===== src/rtl/viterbi_decoder_param_pkg.sv =====
// rtl/viterbi_decoder_param_pkg.sv - shared types and trellis helper functions for the Viterbi decoder
package viterbi_pkg;

  typedef enum logic {
    RUN   = 1'b0,
    FLUSH = 1'b1
  } fsm_t;

  // Helpers are written for the widest supported code (K = 7) and take K as an argument.
  localparam int K_MAX = 7;
  localparam int S_MAX = K_MAX - 1;
  localparam int K_DEF = 3;
  localparam int NS    = 2 ** (K_DEF - 1);

  // Successor of state s on input u: newest input enters the MSB of the K-1 bit state.
  function automatic logic [S_MAX-1:0] next_state(input logic [S_MAX-1:0] s, input logic u,
                                                   input int k);
    logic [S_MAX-1:0] r;
    r = s >> 1;
    r[k-2] = u;
    return r;
  endfunction

  // Encoder output {c0, c1} for state s and input u; u sits at bit K-1 of the shift register.
  function automatic logic [1:0] exp_sym(input logic [S_MAX-1:0] s, input logic u,
                                         input logic [K_MAX-1:0] g0, input logic [K_MAX-1:0] g1,
                                         input int k);
    logic [K_MAX-1:0] sr;
    sr = K_MAX'(s);
    sr[k-1] = u;
    return {^(sr & g0), ^(sr & g1)};
  endfunction

  // Hamming distance between two 2-bit symbols (0..2).
  function automatic logic [1:0] hamming2(input logic [1:0] a, input logic [1:0] b);
    logic [1:0] d;
    d = a ^ b;
    return {1'b0, d[1]} + {1'b0, d[0]};
  endfunction

endpackage


===== src/rtl/viterbi_decoder_param_if.sv =====
// rtl/viterbi_decoder_param_if.sv - symbol input / decoded bit output bundle of the Viterbi decoder
interface viterbi_decoder_param_if;
  import viterbi_pkg::*;

  logic       in_valid;
  logic       in_ready;
  logic [1:0] in_sym;
  logic       in_last;
  logic       out_valid;
  logic       out_bit;
  logic       out_last;
  logic       busy;

  // Symbol source / bit sink side.
  modport master (
    output in_valid, in_sym, in_last,
    input  in_ready, out_valid, out_bit, out_last, busy
  );

  // Decoder side.
  modport slave (
    input  in_valid, in_sym, in_last,
    output in_ready, out_valid, out_bit, out_last, busy
  );

endinterface


===== src/rtl/viterbi_decoder_param_acs.sv =====
// rtl/viterbi_decoder_param_acs.sv - add-compare-select for one trellis state
module viterbi_acs
  import viterbi_pkg::*;
#(
  parameter int PM_W = 6
) (
  input  logic [PM_W-1:0] pm0,
  input  logic [PM_W-1:0] pm1,
  input  logic [1:0]      bm0,
  input  logic [1:0]      bm1,
  output logic [PM_W-1:0] pm_new,
  output logic            dec
);

  logic [PM_W-1:0] cand0;
  logic [PM_W-1:0] cand1;

  // Metrics never wrap because the top normalises; a tie keeps predecessor 0 (LSB 0).
  assign cand0  = pm0 + PM_W'(bm0);
  assign cand1  = pm1 + PM_W'(bm1);
  assign dec    = (cand1 < cand0);
  assign pm_new = dec ? cand1 : cand0;

endmodule


===== src/rtl/viterbi_decoder_param.sv =====
// rtl/viterbi_decoder_param.sv - hard-decision rate-1/2 Viterbi decoder with register-exchange survivors
module viterbi_decoder_param
  import viterbi_pkg::*;
#(
  parameter int             K        = 3,
  parameter logic [K-1:0]   G0       = K'(3'b111),
  parameter logic [K-1:0]   G1       = K'(3'b101),
  parameter int             TB_DEPTH = 15,
  parameter int             PM_W     = 6
) (
  input logic                    clk,
  input logic                    reset,
  viterbi_decoder_param_if.slave bus
);

  localparam int              NS_P    = 2 ** (K - 1);
  localparam int              SW      = K - 1;
  localparam int              FW      = $clog2(TB_DEPTH + 1);
  localparam logic [PM_W-1:0] PM_INIT = PM_W'(1) << (PM_W - 2);

  fsm_t                state_q, state_d;
  logic [PM_W-1:0]     pm_q      [NS_P];
  logic [PM_W-1:0]     pm_sum    [NS_P];
  logic [PM_W-1:0]     pm_next   [NS_P];
  logic [TB_DEPTH-1:0] path_q    [NS_P];
  logic [TB_DEPTH-1:0] path_next [NS_P];
  logic [1:0]          bm0       [NS_P];
  logic [1:0]          bm1       [NS_P];
  logic                dec       [NS_P];
  logic [FW-1:0]       fill_q, f_inc, rcnt_q;
  logic                run_vld_q, run_bit_q;
  logic                in_ready, busy, accept, all_msb, flush_bit;
  logic                norm_fire;
  logic [SW-1:0]       best;
  logic [PM_W-1:0]     best_pm;

  assign accept = bus.in_valid & in_ready;
  assign f_inc  = (fill_q == FW'(TB_DEPTH)) ? fill_q : fill_q + FW'(1);

  // One ACS per state; next state {u,t} is reached from {t,0} and {t,1}.
  for (genvar g = 0; g < NS_P; g++) begin : g_state
    localparam logic [SW-1:0] P0 = SW'(g << 1);
    localparam logic [SW-1:0] P1 = SW'((g << 1) | 1);
    localparam logic          U  = 1'((g >> (SW - 1)) & 1);

    assign bm0[g] = hamming2(exp_sym(S_MAX'(P0), U, K_MAX'(G0), K_MAX'(G1), K), bus.in_sym);
    assign bm1[g] = hamming2(exp_sym(S_MAX'(P1), U, K_MAX'(G0), K_MAX'(G1), K), bus.in_sym);

    viterbi_acs #(.PM_W(PM_W)) u_acs (
      .pm0    (pm_q[P0]),
      .pm1    (pm_q[P1]),
      .bm0    (bm0[g]),
      .bm1    (bm1[g]),
      .pm_new (pm_sum[g]),
      .dec    (dec[g])
    );

    assign path_next[g] = {dec[g] ? path_q[P1][TB_DEPTH-2:0] : path_q[P0][TB_DEPTH-2:0], U};
  end

  // Normalise: when every new metric has its MSB set, drop that MSB everywhere.
  always_comb begin
    all_msb = 1'b1;
    for (int i = 0; i < NS_P; i++) all_msb = all_msb & pm_sum[i][PM_W-1];
    for (int i = 0; i < NS_P; i++)
      pm_next[i] = all_msb ? {1'b0, pm_sum[i][PM_W-2:0]} : pm_sum[i];
  end

  assign norm_fire = accept & all_msb;

  // Best state over the updated metrics; the lowest index wins a tie.
  always_comb begin
    best    = '0;
    best_pm = pm_sum[0];
    for (int i = 1; i < NS_P; i++) begin
      if (pm_sum[i] < best_pm) begin
        best_pm = pm_sum[i];
        best    = SW'(i);
      end
    end
  end

  // Flush reads state 0's survivor from bit R-1 down to bit 0.
  always_comb begin
    flush_bit = 1'b0;
    for (int i = 0; i < TB_DEPTH; i++)
      if (rcnt_q == FW'(i + 1)) flush_bit = path_q[0][i];
  end

  // FSM state register.
  always_ff @(posedge clk or posedge reset) begin
    if (reset) state_q <= RUN;
    else       state_q <= state_d;
  end

  // FSM next state and handshake outputs.
  always_comb begin
    state_d  = state_q;
    in_ready = 1'b0;
    busy     = 1'b0;
    case (state_q)
      RUN: begin
        in_ready = 1'b1;
        if (bus.in_valid && bus.in_last) state_d = FLUSH;
      end
      FLUSH: begin
        busy = 1'b1;
        if (rcnt_q == FW'(1)) state_d = RUN;
      end
      default: state_d = RUN;
    endcase
  end

  // Metrics, survivors, fill/flush counters and the streaming output bit.
  always_ff @(posedge clk or posedge reset) begin
    if (reset) begin
      for (int i = 0; i < NS_P; i++) begin
        pm_q[i]   <= (i == 0) ? '0 : PM_INIT;
        path_q[i] <= '0;
      end
      fill_q    <= '0;
      rcnt_q    <= '0;
      run_vld_q <= 1'b0;
      run_bit_q <= 1'b0;
    end else begin
      run_vld_q <= 1'b0;
      if (accept) begin
        for (int i = 0; i < NS_P; i++) begin
          pm_q[i]   <= pm_next[i];
          path_q[i] <= path_next[i];
        end
        fill_q <= f_inc;
        if (bus.in_last) begin
          rcnt_q <= f_inc;
        end else if (f_inc == FW'(TB_DEPTH)) begin
          run_vld_q <= 1'b1;
          run_bit_q <= path_next[best][TB_DEPTH-1];
        end
      end else if (state_q == FLUSH) begin
        rcnt_q <= rcnt_q - FW'(1);
        if (rcnt_q == FW'(1)) begin
          for (int i = 0; i < NS_P; i++) begin
            pm_q[i]   <= (i == 0) ? '0 : PM_INIT;
            path_q[i] <= '0;
          end
          fill_q <= '0;
        end
      end
    end
  end

  assign bus.in_ready  = in_ready;
  assign bus.busy      = busy;
  assign bus.out_valid = run_vld_q | busy;
  assign bus.out_bit   = busy ? flush_bit : run_bit_q;
  assign bus.out_last  = busy && (rcnt_q == FW'(1));

endmodule


===== src/flat_wrapper.sv =====
// flat-port wrapper written by rule: the top's interface ports become plain ports
module viterbi_decoder_param_flat import viterbi_pkg::*;
#(
  parameter int             K        = 3,
  parameter logic [K-1:0]   G0       = K'(3'b111),
  parameter logic [K-1:0]   G1       = K'(3'b101),
  parameter int             TB_DEPTH = 15,
  parameter int             PM_W     = 6
)
  (clk, reset, bus_in_valid, bus_in_sym, bus_in_last, bus_in_ready, bus_out_valid, bus_out_bit, bus_out_last, bus_busy);
  viterbi_decoder_param_if bus_i ();
  input logic clk;
  input logic reset;
  input wire logic [$bits(bus_i.in_valid)-1:0] bus_in_valid;
  input wire logic [$bits(bus_i.in_sym)-1:0] bus_in_sym;
  input wire logic [$bits(bus_i.in_last)-1:0] bus_in_last;
  output wire logic [$bits(bus_i.in_ready)-1:0] bus_in_ready;
  output wire logic [$bits(bus_i.out_valid)-1:0] bus_out_valid;
  output wire logic [$bits(bus_i.out_bit)-1:0] bus_out_bit;
  output wire logic [$bits(bus_i.out_last)-1:0] bus_out_last;
  output wire logic [$bits(bus_i.busy)-1:0] bus_busy;
  assign bus_i.in_valid = bus_in_valid;
  assign bus_i.in_sym = bus_in_sym;
  assign bus_i.in_last = bus_in_last;
  assign bus_in_ready = bus_i.in_ready;
  assign bus_out_valid = bus_i.out_valid;
  assign bus_out_bit = bus_i.out_bit;
  assign bus_out_last = bus_i.out_last;
  assign bus_busy = bus_i.busy;
  viterbi_decoder_param #(.K(K), .G0(G0), .G1(G1), .TB_DEPTH(TB_DEPTH), .PM_W(PM_W)) u_core (.clk(clk), .reset(reset), .bus(bus_i));
endmodule

===== config.mk =====
export PLATFORM = sky130hd
export DESIGN_NAME = viterbi_decoder_param_flat
export DESIGN_NICKNAME = d
export VERILOG_FILES = /design/src/rtl/viterbi_decoder_param_pkg.sv /design/src/rtl/viterbi_decoder_param_if.sv /design/src/rtl/viterbi_decoder_param_acs.sv /design/src/rtl/viterbi_decoder_param.sv /design/src/flat_wrapper.sv
export SDC_FILE = /design/constraint.sdc
export NUM_CORES = 1
export LEC_CHECK = 0
export CORE_ASPECT_RATIO = 0.8
export CORE_MARGIN = 1.5
export CORE_UTILIZATION = 30
export CTS_CLUSTER_SIZE = 24
export DETAILED_ROUTE_END_ITERATION = 16
export MAX_ROUTING_LAYER = met4
export PLACE_DENSITY = 0.41
export SETUP_SLACK_MARGIN = 0.05
export SLEW_MARGIN = 0
export SYNTH_ARGS = -nofsm -noshare
export SYNTH_HDL_FRONTEND = slang
export SYNTH_SLANG_ARGS = --single-unit

===== constraint.sdc =====
create_clock -name clk -period 17.4 [get_ports clk]
set_input_delay 1.74 -clock clk [delete_from_list [all_inputs] [get_ports clk]]
set_output_delay 1.74 -clock clk [all_outputs]
set_load 0.02 [all_outputs]

==> Word-level counts from Yosys, hierarchy flattened <==
Index checks and enable logic that the tools add are counted.
{ "classes": {"n_eq_ne": 18, "mux": 57, "reduce_logical": 7, "order_cmp": 8, "bitwise_logic": 11, "add_sub_neg": 14} }
{ "op_table": {"columns": ["op", "count"], "rows": [
  ["two-way mux 60 bit", 3],
  ["two-way mux 24 bit", 3],
  ["two-way mux 6 bit", 10],
  ["two-way mux 14 bit", 4],
  ["adder 6 x 2 -> 6 bit", 8],
  ["less-than comparator 6 bit", 7],
  ["== test 4 bit, second input constant", 10],
  ["binary-select mux 15 bit (select 2 bit)", 1],
  ["two-way mux 15 bit", 2],
  ["two-way mux 4 bit", 7],
  ["two-way mux 1 bit", 24],
  ["== test 4 x 3 -> 1 bit, second input constant", 4],
  ["adder 1 x 1 -> 2 bit", 4],
  ["== test 4 x 2 -> 1 bit, second input constant", 2],
  ["adder 4 x 1 -> 4 bit, second input constant", 1],
  ["bitwise AND 1 bit", 4],
  ["== test 4 x 1 -> 1 bit, second input constant", 1],
  ["two-way mux 2 bit", 2],
  ["inverter 1 bit", 4],
  ["AND reduction 2 bit", 2],
  ["nonzero test 2 bit", 2],
  ["subtractor 4 x 1 -> 4 bit, second input constant", 1],
  ["greater-or-equal comparator 3 bit, second input constant", 1],
  ["inverter 2 -> 3 bit", 1],
  ["other kinds (6)", 7]
]} }
{ "totals": {"inputBits": 6, "out_inout_bits": 5, "register_bits": 92} }

==> Logic depth before layout (Yosys ltp) <==
Gate-level depths: netlist of the first run.
{ "logic_depth": {"word_depth": 17, "ltp_mapped": 45} }

==> Modules after synthesis <==
A second synthesis of the first run with hierarchy kept.
{ "unflattened": {"cells_unflattened": 701, "area_unflattened_um2": 6498.7} }
{ "modules_own_cells": {"columns": ["mod", "area_each_um2", "cells_each", "seq_area_each_um2", "instances"], "rows": [
  ["viterbi_decoder_param", 4744.6, 501, 2180.8, 1],
  ["viterbi_acs at u_core.g_state[1].u_acs ...", 439.2, 50, 0.0, 3],
  ["viterbi_acs at u_core.g_state[0].u_acs", 436.7, 50, 0.0, 1]
]} }

==> Worst setup path before layout of the first run <==
Ideal clock, no wire load.
{ "synth_timing": {"path_type": "input -> register", "start": "input bus_in_sym[0]", "end": "register u_core.run_bit_q", "setup_slack_ns": 8.554, "setup_time_ns": 0.092, "arrival_ns": 8.754, "path_buffers": 3, "path_stages": 44, "cell_sequence": "inv_1 -> ha_1 -> inv_1 -> ha_1 -> ha_1 -> a21oi_1 -> xnor2_1 -> inv_1 -> ha_1 -> nand2_1 -> o21ai_0 -> a211oi_1 -> o21bai_1 -> buf_1 -> mux2i_1 -> inv_1 -> ha_1 -> or3_1 -> (+8 left out) -> a21o_1 -> a21oi_1 -> nand3_1 -> a31o_2 -> o21bai_1 -> buf_2 -> nand2_1 -> o21a_1 -> ha_1 -> a21o_1 -> a21o_1 -> a21oi_1 -> o21a_1 -> nor2_1 -> nand2_1 -> mux2i_1 -> o31a_1 -> o31ai_2"} }
{ "synth_via": {"elab_chain_len": 15, "elab_cells_between_ends": 38, "classes_between": "add/sub: 12; order compare: 7; mux: 16; bitwise: 3"} }
{ "synth_lines": {"columns": ["element", "line_no", "rtl"], "rows": [
  ["from (decl)", "flat_wrapper.sv:15", "input wire logic [$bits(bus_i.in_sym)-1:0] bus_in_sym;"],
  ["inverter 1 bit (no line) / inverter 2 bit (equally long branches)", null, null],
  ["adder 1 x 1 -> 2 bit", "viterbi_decoder_param_pkg.sv:38", "return {1'b0, d[1]} + {1'b0, d[0]};"],
  ["adder 6 x 2 -> 6 bit", "viterbi_decoder_param_acs.sv:20", "assign cand1 = pm1 + PM_W'(bm1);"],
  ["less-than comparator 6 bit", "viterbi_decoder_param_acs.sv:21", "assign dec = (cand1 < cand0);"],
  ["two-way mux 6 bit", "viterbi_decoder_param_acs.sv:22", "assign pm_new = dec ? cand1 : cand0;"],
  ["less-than comparator 6 bit", "viterbi_decoder_param.sv:76", "if (pm_sum[i] < best_pm) begin"],
  ["two-way mux 6 bit", "viterbi_decoder_param.sv:76", null],
  ["less-than comparator 6 bit", "viterbi_decoder_param.sv:76", null],
  ["two-way mux 6 bit", "viterbi_decoder_param.sv:76", null],
  ["less-than comparator 6 bit", "viterbi_decoder_param.sv:76", null],
  ["two-way mux 2 bit", "viterbi_decoder_param.sv:76", null],
  ["inverter 2 -> 3 bit (implied by the code)", "viterbi_decoder_param.sv:137", "run_bit_q <= path_next[best][TB_DEPTH-1];"],
  ["binary-select mux 15 bit (select 2 bit) (*)", "viterbi_decoder_param.sv:137", null],
  ["two-way mux 15 bit (implied by the code) (*) (2 in a row)", "viterbi_decoder_param.sv:137", null],
  ["to (signal assigned)", "viterbi_decoder_param.sv:137", null],
  ["to (decl)", "viterbi_decoder_param.sv:31", "logic run_vld_q, run_bit_q;"]
]} }
Every way passes the cells marked *; elsewhere a longest branch is shown, timed or not. The select of a mux whose other input is x is not followed.
A chain may end at the register's enable or synchronous reset.

==> Worst setup path after layout of the first run <==
Ends and elaborated chain as after synthesis.

==> flow_summary.toml, run 1 <==
[clocking]
ctsResizeCount = 0
htreeDepth = 3
clk_pin_slew_ns = 0.07
cts_tree = "yes"
ctsHoldBuffers = 0
clk_latency_ns = 0.35
numCtsBuffers = 9
clk_path_buf_depth = 2
clock_sink_count = 86
cts_root_buffer = "clkbuf_16"
cts_setup_buffers = 0

[layout]
area_growth_syn_to_layout_pct = 10.5
diodes = 0
final_net_count = 780
drive_gt1_frac = 0.0650

[drt]
avgRoutedWirePerCell_um = 17.7
drtAntennaViolNets = 0
drt_iter0_markers = 286
dr.pass1.iters = 5
drc_errors = 0
detail_route.vias_per_cell = 5.10
dr_total_vias = 5058
routed_wl_mm = 17.5

[synthesis]
ys.flop_type = "dfrtp_1"
ys_top_cells_by_count = "117 x nand2_1, 83 x dfrtp_1, 77 x o21ai_0"
syn-cell-area_um2 = 6330
synthesis.nets = 790
synth_cells = 728
synthTopCellsByArea = "dfrtp_1 33%, ha_1 11%, mux2i_1 10%, nand2_1 6.9%, o21ai_0 6.1%"
synth_enable_flop_cells = 0
synth-xor-area-share = 0.0621
yosysWarningCount = 0
ys_types = 53
synthSimpleGateAreaFrac = 0.142
ys_seq_elements = 86
yosys.area_share.adder = 0.111
async_flop_share = 1.00
yosys.area.top_type = "dfrtp_1"
synth_top_family_by_area = "compound AO/OA/AOI/OAI gates"
synth_top_area_share = 0.328
yosysSeqAreaShare = 0.341
synth.area.mux_share = 0.112
yosysMostFrequentCell = "nand2_1"
synth_compound_area_frac = 0.188
avgSynthCellArea_um2 = 8.69

[critical_path]
crit_path_start_kind = "primary input"
arrival_ns = 10.82
path_class = "primary input to flip-flop"
cp_max_fo = 15
path_common_cell = "ha_1"
endpoint_kind = "flip-flop"
cp_slowest_cell = "o21bai_1"
crit_required_ns = 17.65
cpPeakStageDelay_ns = 0.62

[global_route]
grt_pass1_wl_mm = 28.3
first_global_vias = 5014
grt.overflow.total = 0
grt_max_degree = 97
antenna_found_initial = 0
track_usage = 0.173

[sta]
fmax_ghz = 0.0947
skew_ns = 0.00938
setup_violations = 0
relSlewSlack = 0.268
fin_tns_setup_ns = 0
min_period_over_period = 0.607
finalCriticalPeriod_ns = 10.56
rsz0062_at_grt = "no"
hold_viol_final = 0
worstMarginPinSlew_ns = 1.10
drv_slew = 0
layout_setup_ws_ns = 6.84

[placed_design]
globalplace.congestion = 0.813
post-place-ws_ns = 6.59
dp_hpwl_mm = 12.5
port_buffers = 10

[floorplan]
start_util = 0.306
rows = 47
core_area_um2 = 20700
ios = 11
dieWidth_um = 165
fp.dieH_um = 133
die_area_um2 = 22000

[run_status]
outcome = "completed"

[flow_run]
drv_cap = 0

[worst_hold_path]
hold_class = "flip-flop to flip-flop"
worst max-delay path, delay by kind of cell:
family	cells	cell delay [ns]
compound gates	21	4.80
xor+xnor	1	0.18
fa+ha+maj	7	2.06
buf+inv	5	1.20
mux	1	0.10
simple gates	7	0.71
logic make-up (layout without fill, tap and decap cells):
| group | Yosys count | count (layout) |
|---|---|---|
| XOR/XNOR | 44 | 44 |
| multiplexers | 69 | 69 |
| adder cells (fa/ha/maj) | 56 | 56 |
| buffers and inverters | 72 | 67 |
| flip-flops | 86 | 86 |
| AND/OR/NAND/NOR | 206 | 206 |
| AO/OA/AOI/OAI | 195 | 195 |
metal layers:
| metal | global-route usage | part of all wire |
|---|---|---|
| met1 | 0.254 | 0.54 |
| met2 | 0.248 | 0.42 |
| met5 | - | 0 |
| met4 | 0.0392 | 0.0097 |
| met3 | 0.0260 | 0.026 |
worst paths after layout:
kind / startpoint / endpoint / slack (ns) / cells past startpoint
setup / recovery: bus_in_sym[0] / u_core.run_bit_q / 6.84 / 42
hold / removal: u_core.pm_q[0] / u_core.pm_q[0] / 0.50 / 2
setup reg to reg: u_core.pm_q[7] / u_core.run_bit_q / 8.95 / 38
hold reg to reg: u_core.pm_q[0] / u_core.pm_q[0] / 0.50 / 2
max in group asynchronous: reset / u_core.path_q[41] / 14.45 / 3
min in group asynchronous: reset / u_core.pm_q[21] / 1.74 / 2
registers in the layout (all words and copies together) (netlist names):
name	flops
u_core.pm_q	24
u_core.state_q	1
u_core.rcnt_q	4
u_core.run_bit_q	1
u_core.fill_q	4
u_core.path_q	51
u_core.run_vld_q	1
cells in the final DEF, fill, tap and decap left out, types with 4 or more instances in the layout:
master,n
nand2_1,116
dfrtp_1,83
o21ai_0,77
mux2i_1,63
ha_1,56
a21oi_1,38
nor2_1,35
inv_1,33
xnor2_1,28
o22ai_1,25
xor2_1,15
nand3_1,13
nor2b_1,12
a21o_1,12
clkdlybuf4s50_1,10
clkbuf_16,9
buf_4,7
nand2b_1,6
and2_1,5
mux2_2,5
a211oi_1,5
o21a_1,5
and3_1,4
o211ai_1,4
final cells by class:
class | instances | area [µm²]
well taps | 269 | 337
fillers | 2180 | 13700
clock buffers | 10 | 229
flip-flops and latches | 86 | 2160
clock inverters | 6 | 70.1
inverters | 34 | 129
repair buffers | 17 | 153
multi-input cells | 570 | 3920
stage by stage:
step           cell area [µm²]  cells   util  hold WS [ns]
6_report                  6990    992  0.338         0.496
5_1_grt                   6990    992  0.338         0.530
4_1_cts                   6990    992  0.338         0.497
3_5_place_dp              6690    976  0.323         0.481
3_3_place_gp              6690    976  0.323         0.469
2_1_floorplan             6330    728      -         0.451
Power of run 1 is left out: the tool's default activity adds up to more than one toggle a clock period on the data nets, which glitch-free logic cannot reach.
==> inputs of run 2 (changes only) <==
--- a/config.mk
+++ b/config.mk
@@ -11,7 +11,7 @@
 export CTS_CLUSTER_SIZE = 24
 export DETAILED_ROUTE_END_ITERATION = 16
 export MAX_ROUTING_LAYER = met4
-export PLACE_DENSITY = 0.41
+export PLACE_DENSITY = 0.43
 export SETUP_SLACK_MARGIN = 0.05
 export SLEW_MARGIN = 0
 export SYNTH_ARGS = -nofsm -noshare
==> constraint.sdc (replaced) <==
create_clock -name clk -period 9.7 [get_ports clk]
set_input_delay 0.97 -clock clk [delete_from_list [all_inputs] [get_ports clk]]
set_output_delay 0.97 -clock clk [all_outputs]
set_load 0.02 [all_outputs]
==> flow_summary.toml, run 2 (same netlist as run 1, synthesis figures left out) <==
[floorplan]
dieWidth_um = 165
die_area_um2 = 22000
ios = 11
rows = 47
fp.dieH_um = 133
start_util = 0.306
core_area_um2 = 20700

[sta]
rsz0062_at_grt = "no"
fmax_ghz = 0.113
layout_setup_ws_ns = 0.886
setup_violations = 0
drv_slew = 0
skew_ns = 0.0108
fin_tns_setup_ns = 0
worstMarginPinSlew_ns = 1.11
hold_viol_final = 0
finalCriticalPeriod_ns = 8.81
min_period_over_period = 0.909
relSlewSlack = 0.260

[layout]
final_net_count = 784
reg_top3 = "u_core.path_q (51), u_core.pm_q (24)"
multi_input_area_um2 = 3940
fin_util = 0.340
stdcell_count = 996
fillers = 2177
largest-register = "u_core.path_q"
final_cell_mix = "116 x nand2_1, 83 x dfrtp_1, 77 x o21ai_0, 61 x mux2i_1, 56 x ha_1"
largest_reg_flops = 51
seqCellArea_um2 = 2160
area_growth_syn_to_layout_pct = 11.1
drive_gt1_frac = 0.0784
diodes = 0
mostFrequentLayoutCell = "nand2_1"

[clocking]
cts_root_buffer = "clkbuf_16"
clk_path_buf_depth = 2
htreeDepth = 3
cts_tree = "yes"
clk_latency_ns = 0.35
clk_pin_slew_ns = 0.07
clock_sink_count = 86
numCtsBuffers = 9

[critical_path]
arrival_ns = 9.07
ff2ff_setup_slack_ns = 2.22
endpoint_kind = "flip-flop"
path_common_cell = "ha_1"
cp_slowest_cell = "clkdlybuf4s50_1"
crit_required_ns = 9.95
cpPeakStageDelay_ns = 0.56
reg2regPathDepth = 38
worst_r2r_startpoint = "u_core.pm_q[6]"
crit_path_start_kind = "primary input"
cp_max_fo = 8
worstReg2RegEnd = "u_core.run_bit_q"
path_class = "primary input to flip-flop"

[worst_hold_path]
hold_start = "u_core.pm_q[6]"
hold_class = "flip-flop to flip-flop"
whs_endpoint = "u_core.pm_q[6]"
min_path_cells = 2

[flow_run]
drv_cap = 0

[run_status]
outcome = "completed"

[placed_design]
post-place-ws_ns = 0.362
globalplace.congestion = 0.838
placed_cells = 979
port_buffers = 10
dp_hpwl_mm = 12.4

[drt]
dr.pass1.iters = 5
detail_route.vias_per_cell = 5.16
drc_errors = 0
drt_iter0_markers = 251
avgRoutedWirePerCell_um = 17.2
drtAntennaViolNets = 0
dr_total_vias = 5138
routed_wl_mm = 17.2

[global_route]
grt_max_degree = 97
track_usage = 0.172
first_global_vias = 5138
grt_pass1_wl_mm = 28.2
grt.overflow.total = 0
antenna_found_initial = 0
-- run 2: what timing repair did --
item                                    4_1_cts  5_1_grt
gates resized for setup                       0        5
setup buffers                                 0        1
hold buffers                                  0        0
endpoints found under the setup margin        0        1
-- run 2: worst max-delay path, delay by kind of cell --
family	cells	cell delay, ns
AOI/OAI and AO/OA	19	3.28
xor gates and xnor gates	1	0.19
adders and majority gates	7	1.79
buffers and inverters	7	1.15
muxes	3	0.82
and+or+nand+nor	5	0.83
-- run 2: cell type report --
type,instances,share of cell area
timing repair buffer,21,0.0260
inverter,34,0.0183
tap,269,0.0479
sequential,86,0.307
clock buffer,9,0.0320
clock inverter,7,0.00978
multi-input combinational,570,0.560
-- run 2: worst max-delay path by stage --
stage	start	endpoint	slack [ns]	depth (start not counted)
5_1_grt	bus_in_sym[1]	u_core.run_bit_q	0.16	42
2_1_floorplan	bus_in_sym[0]	u_core.run_bit_q	1.62	44
3_5_place_dp	bus_in_sym[0]	u_core.run_bit_q	0.36	42
4_1_cts	bus_in_sym[0]	u_core.run_bit_q	0.73	42
6_report	bus_in_sym[0]	u_core.run_bit_q	0.89	42
3_3_place_gp	bus_in_sym[0]	u_core.run_bit_q	0.63	42
-- run 2: routing by layer --
| metal | up-vias | wire (µm) | GRT usage |
|---|---|---|---|
| li1 | 2537 | - | - |
| met1 | 2525 | 8960 | 0.242 |
| met2 | 63 | 7580 | 0.257 |
| met3 | 13 | 428 | 0.0285 |
| met4 | 0 | 208 | 0.0382 |
| met5 | - | 0 | - |
-- run 2: per-stage QoR --
stage	cell area [µm²]	hold slack, ns
6_report	7030	0.501
5_1_grt	7030	0.548
3_5_place_dp	6720	0.492
2_1_floorplan	6330	0.451
4_1_cts	7010	0.508
3_3_place_gp	6720	0.468
Power of run 2 is left out for the same reason.
==> inputs of run 3 (changes only) <==
--- a/config.mk
+++ b/config.mk
@@ -7,11 +7,11 @@
 export LEC_CHECK = 0
 export CORE_ASPECT_RATIO = 0.8
 export CORE_MARGIN = 1.5
-export CORE_UTILIZATION = 30
+export CORE_UTILIZATION = 58
 export CTS_CLUSTER_SIZE = 24
 export DETAILED_ROUTE_END_ITERATION = 16
 export MAX_ROUTING_LAYER = met4
-export PLACE_DENSITY = 0.43
+export PLACE_DENSITY = 0.75
 export SETUP_SLACK_MARGIN = 0.05
 export SLEW_MARGIN = 0
 export SYNTH_ARGS = -nofsm -noshare
==> flow_summary.toml, run 3 (same netlist as run 1, synthesis figures left out) <==
[layout]
final_cell_area_um2 = 6860
drive_gt1_frac = 0.0784
mostFrequentLayoutCell = "nand2_1"
fillers = 869
largest_reg_flops = 51
multi_input_area_um2 = 3940
stdcell_count = 867
final_net_count = 784
reg_top3 = "u_core.path_q (51), u_core.pm_q (24)"
largest-register = "u_core.path_q"
seqCellArea_um2 = 2160
diodes = 0
final_cell_mix = "116 x nand2_1, 83 x dfrtp_1, 77 x o21ai_0, 61 x mux2i_1, 56 x ha_1"
area_growth_syn_to_layout_pct = 8.46

[critical_path]
crit_path_start_kind = "primary input"
reg2regPathDepth = 36
cp_slowest_cell = "clkdlybuf4s50_1"
arrival_ns = 9.21
path_class = "primary input to flip-flop"
worst_r2r_startpoint = "u_core.pm_q[19]"
ff2ff_setup_slack_ns = 2.08
path_common_cell = "ha_1"
worstReg2RegEnd = "u_core.run_bit_q"
cp-startpoint = "bus_in_sym[0]"
endpoint_kind = "flip-flop"
crit_required_ns = 9.96
cp_max_fo = 7
cpPeakStageDelay_ns = 0.57

[drt]
dr.pass1.iters = 7
routed_wl_mm = 16.2
dr_total_vias = 5399
drc_errors = 0
drtAntennaViolNets = 0
avgRoutedWirePerCell_um = 18.7
detail_route.vias_per_cell = 6.23
drt_iter0_markers = 417

[run_status]
outcome = "completed"

[sta]
hold_viol_final = 0
relSlewSlack = 0.388
rsz0062_at_grt = "no"
worstMarginPinSlew_ns = 0.918
fmax_ghz = 0.112
skew_ns = 0.00820
min_period_over_period = 0.923
layout_setup_ws_ns = 0.749
fin_tns_setup_ns = 0
finalCriticalPeriod_ns = 8.95
drv_slew = 0
setup_violations = 0

[clocking]
clock_sink_count = 86
htreeDepth = 3
numCtsBuffers = 9
cts_setup_buffers = 0
clk_path_buf_depth = 2
cts_root_buffer = "clkbuf_16"
clk_pin_slew_ns = 0.06
cts_tree = "yes"
ctsHoldBuffers = 0
clk_latency_ns = 0.35

[worst_hold_path]
min_path_cells = 2
hold_class = "flip-flop to flip-flop"
hold_start = "u_core.pm_q[0]"
whs_endpoint = "u_core.pm_q[0]"

[global_route]
grt_pass1_wl_mm = 26.6
first_global_vias = 5211
track_usage = 0.307
grt_max_degree = 97
antenna_found_initial = 0
grt.overflow.total = 0

[placed_design]
port_buffers = 10
globalplace.congestion = 0.962
dp_hpwl_mm = 11.6
placed_cells = 851
place_area_um2 = 6560
post-place-ws_ns = 0.192

[floorplan]
dieWidth_um = 120
ios = 11
fp.dieH_um = 96.4
start_util = 0.606
die_area_um2 = 11600
rows = 33
core_area_um2 = 10400

[flow_run]
drv_cap = 0
[run 3: cell count changes in the layout (fill, tap and decap cells not counted), sizes merged]
cell      change
clkinv        -3
clkinvlp      +3
clkbuf        +1
inv           -1
[run 3: layer usage]
layer  vias to the layer above  part of all wire  track usage
met4                         0             0.021       0.0952
met2                       151              0.44        0.467
met3                        31             0.054       0.0522
met5                         -                 0            -
met1                      2683              0.48        0.423
li1                       2534                 -            -
[run 3: final cells by class]
cell class | count | area share
Clock inverter | 6 | 0.00674
Timing Repair Buffer | 21 | 0.0272
Multi-Input combinational cell | 570 | 0.574
Inverter | 34 | 0.0188
Tap cell | 140 | 0.0255
Sequential cell | 86 | 0.314
Clock buffer | 10 | 0.0334
[run 3: repair_timing]
action | CTS | global route
endpoints found under the setup margin | 0 | 1
hold endpoints to repair | 0 | 0
resized for setup | 0 | 8
[run 3: how the worst max path moves through the flow]
| stage | to | slack, ns | cells after the start |
|---|---|---|---|
| 2_1_floorplan | u_core.run_bit_q | 1.62 | 44 |
| 3_3_place_gp | u_core.run_bit_q | 0.62 | 40 |
| 3_5_place_dp | u_core.run_bit_q | 0.19 | 40 |
| 4_1_cts | u_core.run_bit_q | 0.52 | 40 |
| 5_1_grt | u_core.run_bit_q | 0.12 | 43 |
| 6_report | u_core.run_bit_q | 0.75 | 42 |
[run 3: stage by stage]
stage	util	hold WS, ns
floorplan	-	0.451
global placement	0.628	0.466
detailed placement	0.628	0.482
CTS	0.654	0.498
global route	0.657	0.524
finish	0.657	0.491
[run 3: worst max-delay path, delay by kind of cell]
kind	cells	cell delay (ns)
AO/OA/AOI/OAI	18	3.33
XOR/XNOR	1	0.18
adder cells (fa/ha/maj)	7	1.80
buffers and inverters	7	1.16
multiplexers	3	0.83
AND/OR/NAND/NOR	6	0.87
Power of run 3 is left out for the same reason.
==> edit: new RTL, settings of run 2 <==
Make the reset (`reset`) synchronous in 2 clocked blocks.
--- a/src/rtl/viterbi_decoder_param.sv
+++ b/src/rtl/viterbi_decoder_param.sv
@@ -88,7 +88,7 @@
   end
 
   // FSM state register.
-  always_ff @(posedge clk or posedge reset) begin
+  always_ff @(posedge clk) begin
     if (reset) state_q <= RUN;
     else       state_q <= state_d;
   end
@@ -112,7 +112,7 @@
   end
 
   // Metrics, survivors, fill/flush counters and the streaming output bit.
-  always_ff @(posedge clk or posedge reset) begin
+  always_ff @(posedge clk) begin
     if (reset) begin
       for (int i = 0; i < NS_P; i++) begin
         pm_q[i]   <= (i == 0) ? '0 : PM_INIT;
Check against the original RTL: differs if reset is asserted again (counterexample within 4 cycles, from zero or initial values and one cycle with reset high); with reset held inactive, the same outputs for 4 cycles.
==> edit against run 2 <==
Synthesized area stayed put; via count is 2.8% lower; critical path depth is 4 lower; sequential share of layout area is 0.75 points lower; maximum frequency shrank 2.8%; worst setup slack worse by 0.25 ns; sequential cell count increased by 2; register-to-register slack got worse by 0.28 ns; global-route usage is 0.70 points lower; cell area is 1.4% higher; wire length down 1.3%; first-iteration DRC count grew 26%; highest routed layer unchanged.
==> edit: results (changes against run 2) <==
{| class="wikitable"
! Metric !! Value
|-
| Status || finished, final reports clean (unchanged)
|-
| Number of synthesized flops with an enable pin || 37 (was 0)
|-
| Startpoint of the worst hold path || u_core.path_q[3][2]$_SDFFE_PP0P_ (was u_core.pm_q[6]$_DFFE_PP0P_)
|-
| Registers with the most flip-flops || u_core.path_q x53, u_core.pm_q x24 (was u_core.path_q x51, u_core.pm_q x24)
|-
| Netlist cell types || 67 (was 53)
|-
| Worst clock skew || 0.00880 ns (was 0.0108 ns)
|-
| Worst reg2reg setup slack || 1.94 ns (was 2.22 ns)
|-
| Number of instances in the synthesized netlist || 706 (was 728)
|-
| Number of DRC markers after the initial detailed-route iteration || 316 (was 251)
|-
| Area contributors post-synth || edfxtp_1, dfxtp_1, ha_1, mux2i_1, nor2_1 (was dfrtp_1, ha_1, mux2i_1, nand2_1, o21ai_0)
|-
| Post-synthesis xor/xnor area fraction || 5.93% (was 6.21%)
|-
| Max Fanout on Critical Path || 7 (was 8)
|-
| Largest net degree at the start of global routing || 74 (was 97)
|-
| Mux contribution to synthesized area || 11.3% (was 11.2%)
|-
| Portion of the post-synthesis area used by sequential elements || 33.7% (was 34.1%)
|-
| Post-synthesis compound-gate area fraction || 17.5% (was 18.8%)
|-
| Per-cell routed wire length || 17.3 µm (was 17.2 µm)
|-
| Measured slew at the worst slew-check pin || 1.02 ns (was 1.11 ns)
|-
| Worst Hold Path EP || u_core.path_q[3][2]$_SDFFE_PP0P_ (was u_core.pm_q[6]$_DFFE_PP0P_)
|-
| Share of synthesized registers carrying an async set or reset || 0% (was 100%)
|-
| Routability congestion estimate from global placement || 0.874 (was 0.838)
|-
| Final critical-path setup slack || 0.632 ns (was 0.886 ns)
|-
| Proportion of layout cells with a drive suffix above 1 || 8.42% (was 7.84%)
|-
| Final net count || 768 (was 784)
|-
| Placed inst area || 6720 µm² (about the same)
|-
| GR Util All Layers || 16.5% (was 17.2%)
|-
| Leading cell types by count after synthesis || nor2_1, mux2i_1, ha_1, a21oi_1, dfxtp_1 (was nand2_1, dfrtp_1, o21ai_0, mux2i_1, ha_1)
|-
| Dominant synthesized flop cell || dfxtp_1 (was dfrtp_1)
|-
| Placed insts || 963 (was 979)
|-
| Cell depth of the worst flop-to-flop path || 34 (was 38)
|-
| Top-count cell post-synth || nor2_1 (was nand2_1)
|-
| Vias in the first global route || 4,685 (was 5,138)
|-
| Critical register-to-register path endpoint || u_core.run_bit_q$_SDFFE_PP0P_ (was u_core.run_bit_q$_DFFE_PP0P_)
|-
| Adder-cell share of the synthesized area || 11.0% (was 11.1%)
|-
| Post-placement setup slack || 0.0879 ns (was 0.362 ns)
|-
| Count of cells along the worst hold path || 2 (unchanged)
|-
| HPWL reported at the end of detailed placement || 12.3 mm (was 12.4 mm)
|-
| Number of buffers created by CTS || 9 (unchanged)
|}
[edit: changes by cell type in the layout (fill, tap and decap cells not counted), sizes merged, moves of 5 or more]
cell	delta
a211oi	+31
a21oi	+15
dfrtp	-83
dfxtp	+51
edfxtp	+37
inv	+6
nand2	-70
nand2b	+5
nor2	+71
o21ai	-53
o22ai	-23
[edit: routing by layer]
layer | up-vias | GRT usage (%) | wire length (µm)
met4 | 0 | 4.32 | 206
met2 | 67 | 23.3 | 7080
met5 | - | - | 0
li1 | 2519 | - | -
met1 | 2392 | 24.1 | 9170
met3 | 17 | 2.54 | 492
[edit: worst reg2reg max path, delay by kind of cell (launching register included)]
kind	cells	cell delay [ns]
buffers and inverters	2	0.16
AND/OR/NAND/NOR	5	0.90
adder cells (fa/ha/maj)	6	1.71
multiplexers	3	0.81
XOR/XNOR	2	0.43
AO/OA/AOI/OAI	16	3.15
flip-flops	1	0.52
[edit: kinds of logic after synthesis]
group                      count (synthesis)
and+or+nand+nor                          221
muxes                                     70
buffers and inverters                     68
AOI/OAI and AO/OA                        161
adders and majority gates                 56
xor gates and xnor gates                  42
DFF                                       88
[edit: layout make-up]
cell class                 instances  area, µm²  area share (%)
multi-input combinational        550       3970            55.6
inverter                          38        143            2.00
sequential                        88       2130            29.9
tap                              269        337            4.72
timing repair buffer              21        183            2.56
clock inverter                     6        119            1.67
clock buffer                      10        250            3.51
[edit: repair_timing]
action,in CTS,in global routing
setup endpoints to repair,0,1
hold buffers,0,0
setup buffers,0,3
gates resized for setup,0,4
[edit: power by group through the flow]
stage | Combinational (µW) | Clock (µW) | Sequential, µW
after floorplan | 439 | 0 | 452
after global placement | 566 | 0 | 471
after detailed placement | 568 | 0 | 472
after CTS | 571 | 451 | 463
after global routing | 647 | 463 | 469
final | 583 | 440 | 464
